## src/rtl/router_pkg.sv

```systemverilog
// Shared types for the router packet receiver: FSM states, header fields and decode.
package router_pkg;

    localparam int PKT_DATA_W = 8;
    localparam int ADDR_W     = 2;
    localparam int LEN_W      = PKT_DATA_W - ADDR_W;

    localparam logic [ADDR_W-1:0] ADDR_INVALID = 2'b11;

    typedef enum logic [2:0] {
        IDLE,
        PAYLOAD,
        PARITY,
        HOLD,
        DROP
    } rx_state_e;

    typedef struct packed {
        logic [ADDR_W-1:0] addr;
        logic [LEN_W-1:0]  len;
    } hdr_t;

    function automatic hdr_t hdr_decode(input logic [PKT_DATA_W-1:0] b);
        hdr_t h;
        h.addr = b[ADDR_W-1:0];
        h.len  = b[PKT_DATA_W-1:ADDR_W];
        return h;
    endfunction

endpackage

```

## src/rtl/router_pkt_rx.sv

```systemverilog
// Packet receiver: steers header/payload/parity bytes to a per-destination FIFO, checks parity.
// Writes are combinational in the consume cycle; a full FIFO parks one byte in a hold register and raises busy.
module router_pkt_rx
    import router_pkg::*;
#(
    parameter int DATA_W   = PKT_DATA_W,
    parameter int NUM_DEST = 3
) (
    input  logic                clk,
    input  logic                resetn,
    input  logic                pkt_valid,
    input  logic [DATA_W-1:0]   data_in,
    output logic                busy,
    output logic                err,
    input  logic [NUM_DEST-1:0] fifo_full,
    output logic [NUM_DEST-1:0] wr_en,
    output logic [DATA_W-1:0]   wr_data,
    output logic                pkt_done
);

    rx_state_e            state_q, state_d, ret_q, ret_d, nxt_state;
    logic [ADDR_W-1:0]    addr_q, addr_d, cur_addr;
    logic [LEN_W-1:0]     len_q, len_d;
    logic [DATA_W-1:0]    par_q, par_d, hold_q, hold_d;
    logic                 err_q, err_d;
    hdr_t                 hdr;
    logic [NUM_DEST-1:0]  sel, wr_raw;
    logic                 cur_ok, cur_full, consume, done_raw;

    assign hdr = hdr_decode(data_in);

    // In IDLE the destination comes straight from the header byte on the bus.
    always_comb begin
        cur_addr = (state_q == IDLE) ? hdr.addr : addr_q;
        for (int i = 0; i < NUM_DEST; i++) begin
            sel[i] = (cur_addr == ADDR_W'(i));
        end
    end

    assign cur_ok   = |sel;
    assign cur_full = |(sel & fifo_full);

    always_comb begin
        state_d   = state_q;
        ret_d     = ret_q;
        addr_d    = addr_q;
        len_d     = len_q;
        par_d     = par_q;
        hold_d    = hold_q;
        err_d     = err_q;
        nxt_state = state_q;
        consume   = 1'b0;
        wr_raw    = '0;
        wr_data   = data_in;
        done_raw  = 1'b0;

        case (state_q)
            IDLE: begin
                if (pkt_valid) begin
                    consume = 1'b1;
                    addr_d  = hdr.addr;
                    len_d   = hdr.len;
                    par_d   = data_in;
                    err_d   = 1'b0;
                    if (hdr.len == '0) begin
                        nxt_state = PARITY;
                    end else begin
                        nxt_state = cur_ok ? PAYLOAD : DROP;
                    end
                end
            end
            PAYLOAD, DROP: begin
                if (pkt_valid) begin
                    consume   = 1'b1;
                    par_d     = par_q ^ data_in;
                    len_d     = len_q - LEN_W'(1);
                    nxt_state = (len_q == LEN_W'(1)) ? PARITY : state_q;
                end
            end
            PARITY: begin
                consume   = 1'b1;
                err_d     = !cur_ok || (data_in != par_q);
                nxt_state = IDLE;
                done_raw  = !cur_full;
            end
            HOLD: begin
                wr_data = hold_q;
                if (!cur_full) begin
                    wr_raw   = sel;
                    state_d  = ret_q;
                    done_raw = (ret_q == IDLE);
                end
            end
            default: state_d = IDLE;
        endcase

        // Dropped packets have an empty sel, so they never write and never hold.
        if (consume) begin
            if (cur_full) begin
                hold_d  = data_in;
                ret_d   = nxt_state;
                state_d = HOLD;
            end else begin
                wr_raw  = sel;
                state_d = nxt_state;
            end
        end
    end

    always_ff @(posedge clk or negedge resetn) begin
        if (!resetn) begin
            state_q <= IDLE;
            ret_q   <= IDLE;
            addr_q  <= '0;
            len_q   <= '0;
            par_q   <= '0;
            hold_q  <= '0;
            err_q   <= 1'b0;
        end else begin
            state_q <= state_d;
            ret_q   <= ret_d;
            addr_q  <= addr_d;
            len_q   <= len_d;
            par_q   <= par_d;
            hold_q  <= hold_d;
            err_q   <= err_d;
        end
    end

    // Combinational strobes are forced low while reset is asserted.
    assign wr_en    = wr_raw & {NUM_DEST{resetn}};
    assign pkt_done = done_raw & resetn;
    assign busy     = (state_q == HOLD);
    assign err      = err_q;

endmodule

```

## config.mk

```make
export PLATFORM = sky130hd
export DESIGN_NAME = router_pkt_rx
export DESIGN_NICKNAME = d
export VERILOG_FILES = /design/src/rtl/router_pkg.sv /design/src/rtl/router_pkt_rx.sv
export SDC_FILE = /design/constraint.sdc
export NUM_CORES = 1
export LEC_CHECK = 0
export CELL_PAD_IN_SITES_DETAIL_PLACEMENT = 0
export CELL_PAD_IN_SITES_GLOBAL_PLACEMENT = 1
export CORE_MARGIN = 3
export CORE_UTILIZATION = 42
export CTS_BUF_LIST = sky130_fd_sc_hd__clkbuf_16
export CTS_CLUSTER_SIZE = 25
export DETAILED_ROUTE_END_ITERATION = 16
export PLACE_DENSITY = 0.8
export SYNTH_ARGS = -nofsm -noshare
export SYNTH_HDL_FRONTEND = slang
export SYNTH_SLANG_ARGS = --single-unit
```

## constraint.sdc

```tcl
create_clock -name clk -period 2.5 [get_ports clk]
set_input_delay 0.375 -clock clk [delete_from_list [all_inputs] [get_ports clk]]
set_output_delay 0.375 -clock clk [all_outputs]
set_load 0.05 [all_outputs]
```

## Word level (Yosys, flattened, before mapping)

Index checks and enable logic that the tools add are counted.

- Divide/modulo/power cells: 0
- Add/subtract/negate cells: 1
- Shift operators: 0
- Magnitude comparators: 0
- Bitwise operators: 4
- Equality and inequality tests: 12
- Multiplexer cells: 28
- Multiply operators: 0
- Reductions and logical operators: 19

Operators with widths:

| operator | number |
|---|---|
| $mux 3 | 12 |
| $mux 8 | 3 |
| $pmux 8 s2 | 1 |
| $mux 6 | 2 |
| $pmux 6 s2 | 1 |
| $pmux 3 s3 | 1 |
| $reduce_or 3->1 | 3 |
| $ne 8x8->1 | 1 |
| $reduce_and 2->1 | 4 |
| $xor 8x8->8 | 1 |
| $and 3x3->3 | 2 |
| $eq 3x2->1 const B | 2 |
| $eq 6x1->1 const B | 1 |
| $logic_not 3->1 | 2 |
| $logic_not 6->1 | 1 |
| $pmux 1 s2 | 3 |
| $pmux 3 s2 | 1 |
| $sub 6x1->6 const B | 1 |
| $ne 2x2->1 const B | 2 |
| $reduce_bool 2->1 | 2 |
| $reduce_or 4->1 | 1 |
| $eq 3x1->1 const B | 1 |
| $eq 3x3->1 const B | 1 |
| $mux 1 | 3 |
| 11 further kinds | 12 |

- Input port bits: 14
- Output and inout bits: 14
- Register bits after elaboration: 31
- Word-level logic and storage cells: 71
- Memory bits (read-only): 0
- Memory bits (writable): 0
- Bits in latches: 0
- Memories kept: 0

## Longest topological paths before layout

- Word-level depth: 10
- Depth in mapped cells: 7
- Depth with buffers taken out: 7

## Least setup slack after synthesis

Ideal clock, no wire load.

- Path type: reg2out
- Start point: register state_q[1]
- End point: output port wr_en[0]
- Path buffers: 1
- Arrival time: 2,557 ps
- Data required time: 2,125 ps
- Setup slack: -432 ps
- Stages on the path, launching flop included: 7
- Path through: dfrtp_1 > buf_6 > or2_4 > a21oi_1 > nand2_1 > or3_1 > nor3b_1

- Longest elaborated chain between the ends: 10
- Elaborated cells on any way between the ends: 18
- Classes of those cells: eq/ne (6); mux (6); bitwise (2); reduce/logical (4)

Ends and longest elaborated chain:

| element | RTL line | text |
|---|---|---|
| start: declaration | router_pkt_rx.sv:21 | `rx_state_e state_q, state_d, ret_q, ret_d, nxt_state;` |
| start signal: assignment | router_pkt_rx.sv:120 | `state_q <= state_d;` |
| $logic_not 3->1 | router_pkt_rx.sv:34, router_pkt_rx.sv:57 |  |
| $mux 2 | router_pkt_rx.sv:34 | `cur_addr = (state_q == IDLE) ? hdr.addr : addr_q;` |
| $eq 2x1->1, or another cell as far along | router_pkt_rx.sv:36 | `sel[i] = (cur_addr == ADDR_W'(i));` |
| $and 3x3->3 | router_pkt_rx.sv:41 | `assign cur_full = \|(sel & fifo_full);` |
| $reduce_or 3->1 | router_pkt_rx.sv:41 |  |
| $mux 3 | router_pkt_rx.sv:88 | `if (!cur_full) begin` |
| $mux 3 | router_pkt_rx.sv:57 | `case (state_q)` |
| $mux 3 | router_pkt_rx.sv:99 | `if (cur_full) begin` |
| $mux 3 * | router_pkt_rx.sv:98 | `if (consume) begin` |
| $and 3x3->3 * | router_pkt_rx.sv:131 | `assign wr_en = wr_raw & {NUM_DEST{resetn}};` |
| end: declaration | router_pkt_rx.sv:16 | `output logic [NUM_DEST-1:0] wr_en,` |

Every way passes the cells marked *; elsewhere a longest branch is shown, timed or not.

## Worst setup path after layout

Same ends and word-level chain as after synthesis.

==> flow_summary.yaml <==
sta:
  hold_viol: 0
  worst_pin_slew_ns: 0.677
  setup_viol: 0
  timing.final.crit_period_ns: 2.44
  finClkSkew_ns: 0.00287
  hold_ws_ns: 0.494
  tns_ns: 0
  slew-limit-headroom_pct: 53.7
  drv_slew: 0
  min_period_over_period_pct: 97.4
  fmax_mhz: 411
  fin_ws_ns: 0.0649
die:
  ios: 28
  fp.dieArea_um2: 5620
  die_y_um: 75.0
  rows: 24
  die_w_um: 75.0
  core_area_um2: 4470
  initial_core_util_pct: 44.6
detailed_routing:
  wl_um: 4940
  via_per_inst: 5.80
  firstDrtPassIters: 4
  final_antenna_net_count: 0
  drtIter0Drc: 148
  drc: 0
  wire_per_inst_um: 16.4
  num_vias: 1747
layout:
  fillerInstances: 394
  diodes: 0
  stdcell_area_um2: 2650
  multi_input_area_um2: 1190
  final_layout_size_suffix_gt1_share_pct: 30.1
  seqCellArea_um2: 778
  final_core_util_pct: 59.2
  nNetsFinal: 266
  area_growth_pct: 32.6
synthesis:
  ys_types: 53
  syn-cell-area_um2: 2000
  yosys_warnings: 0
  synthMuxAreaShare_pct: 11.2
  synth_compound_area_share_pct: 21.0
  netlist_top_cells_area: "dfrtp_1 39%, mux2_2 10%, a21oi_1 3.3%"
  yosys.area_share.simple_pct: 18.7
  yosys.area.top_type_share_pct: 38.8
  syn_area_per_cell_um2: 9.65
  yosysMostFrequentCell: "dfrtp_1"
  synthCells: 207
  synth-xor-area-share_pct: 4.82
  synth_top_cells_by_count: "31 x dfrtp_1, 18 x mux2_2, 14 x nor2_1"
  ys_ff_latch: 31
  synth_top_family_by_area: "compound AO/OA/AOI/OAI gates"
  synthFlopType: "dfrtp_1"
  ys_seq_area_share_pct: 38.8
  synth_adder_area_share_pct: 1.25
  yosys.area.top_type: "dfrtp_1"
  synth_edf_count: 0
  syn-num-nets: 223
  async_flop_share_pct: 100
cts:
  clkLatencyLatePin_ns: 0.27
  cts_made_buffers: 5
  clockBufferDepth: 2
  htree_levels: 2
  root_buffer: "clkbuf_16"
  postCtsHoldBufs: 0
  clkTransAtPathRegs_ns: 0.05
  cts_tree: "done"
  clock-sinks: 31
setup_path:
  r2r_start: "state_q[2]$_DFFE_PN0P_"
  start_kind: "flop"
  endpoint: "wr_en[0]"
  r2r_end: "ret_q[1]$_DFFE_PN0P_"
  crit_slowest_cell: "dfrtp_2"
  crit_path_start: "state_q[1]$_DFFE_PN0P_"
  cp_max_fo: 7
  critPathKind: "flop to output port"
  rr_worst_depth: 6
  path_buf_inv: 1
  worstSetupPathDepth: 6
  critPathMaxStageDelay_ns: 0.49
  regToRegSetupSlack_ns: 0.31
  path_cells: "or2_4, a21oi_1, nand2_1, or3_4, nor3b_4, buf_12"
  critPathRequiredTime_ns: 2.12
  crit_path_end_kind: "output port"
  crit_arrival_ns: 2.06
  cpLargestDelayFamily: "simple AND/OR/NAND/NOR gates"
placed_design:
  dp_hpwl_um: 3590
  detailed_place.area_um2: 2470
  port_buffers: 27
  gp_congestion: 0.794
  pre_cts_ws_ns: 0.0862
global_routing:
  grt_pass1_vias: 1656
  grt_max_degree: 33
  antenna_found_initial: 0
  grt-ovfl-total: 0
  grt_pass1_wl_um: 8100
  grt_use_total_pct: 19.2
power:
  vdd_drop_max_uv: 694
  powerDensity_nw_per_um2: 1260
  leakagePower_uw: 0.00108
hold_path:
  hold_path.class: "flop to flop"
  hp-start: "err$_DFFE_PN0P_"
flow_run:
  maxCapViolCount: 0
status:
  status: "completed"
[registers in the layout (all words and copies together) (netlist names)]
register,cells
len_q,6
hold_q,8
addr_q,2
state_q,3
par_q,8
err,1
ret_q,3
[metrics by stage]
step / std cells / power, uW
2_1_floorplan: 207 / 2200
5_1_grt: 301 / 3560
4_1_cts: 301 / 3290
6_report: 301 / 3330
3_3_place_gp: 294 / 2690
3_5_place_dp: 294 / 2710
[final cells by class]
| type | instances | area share (%) |
|---|---|---|
| clock buffers | 5 | 4.72 |
| flip-flops and latches | 31 | 29.4 |
| inverters | 5 | 0.709 |
| multi-input cells | 159 | 44.8 |
| well taps | 52 | 2.46 |
| clock inverters | 1 | 0.142 |
| repair buffers | 48 | 17.8 |
[metal layers]
layer	vias to the layer above	share of wire (%)	wire (um)	global-route usage, %
li1	854	-	-	-
met1	858	48	2360	26.5
met2	29	47	2330	30.5
met3	6	3.8	187	3.47
met4	0	1.3	62	6.52
met5	-	0	0	0
[repair_timing]
item | 4_1_cts | 5_1_grt
buffers inserted | 1 | 0
pin swaps | 1 | 4
endpoints found under the setup margin | 2 | 3
gates resized for setup | 3 | 7
[cell usage in the layout, fill, tap and decap left out, types with 2 or more instances in the layout]
cell type | netlist | routed
o21ai_1 | 0 | 2
o31ai_1 | 5 | 5
nand2b_1 | 6 | 6
mux2_2 | 18 | 18
nor3_4 | 0 | 2
inv_1 | 5 | 6
o21ai_0 | 12 | 10
nor3b_1 | 4 | 2
dfrtp_2 | 0 | 2
dfrtp_1 | 31 | 29
buf_12 | 0 | 6
nor3_1 | 4 | 3
mux2i_1 | 2 | 2
o22ai_1 | 3 | 3
a311oi_1 | 6 | 6
xor2_1 | 4 | 4
o21a_1 | 2 | 2
a22oi_1 | 2 | 2
ha_1 | 2 | 2
nand2_1 | 13 | 13
xnor2_1 | 7 | 7
clkbuf_16 | 0 | 5
a21o_1 | 2 | 2
nand3_1 | 9 | 9
nor2b_1 | 2 | 2
a21oi_1 | 13 | 13
nor2_1 | 14 | 14
nor3b_2 | 1 | 2
a22o_1 | 2 | 2
clkdlybuf4s50_1 | 0 | 14
buf_4 | 0 | 28
[report_power, final]
group	total [uW]	internal (uW)	switching, uW
clock	546	352	193
sequential	994	753	241
combinational	1790	832	956
[worst min-delay path, stage by stage, from the launching register on]
cell and delay (ns):
dfrtp_1 0.34, o31ai_1 0.07, o31ai_1 0.05
[how the worst min path moves through the flow]
| stage | to | slack [ns] | cells after the start |
|---|---|---|---|
| 5_1_grt | hold_q[6]$_DFFE_PN0P_ | 0.51 | 1 |
| 3_5_place_dp | err$_DFFE_PN0P_ | 0.49 | 2 |
| 4_1_cts | err$_DFFE_PN0P_ | 0.50 | 2 |
| 2_1_floorplan | addr_q[0]$_DFFE_PN0P_ | 0.08 | 0 |
| 3_3_place_gp | err$_DFFE_PN0P_ | 0.48 | 2 |
| 6_report | err$_DFFE_PN0P_ | 0.49 | 2 |
[cell families after synthesis]
group / Yosys count
mux: 20
simple gates: 66
xor+xnor: 11
fa+ha+maj: 2
flops: 31
buf+inv: 17
compound gates: 60
Power figures use the tool's default switching activity.
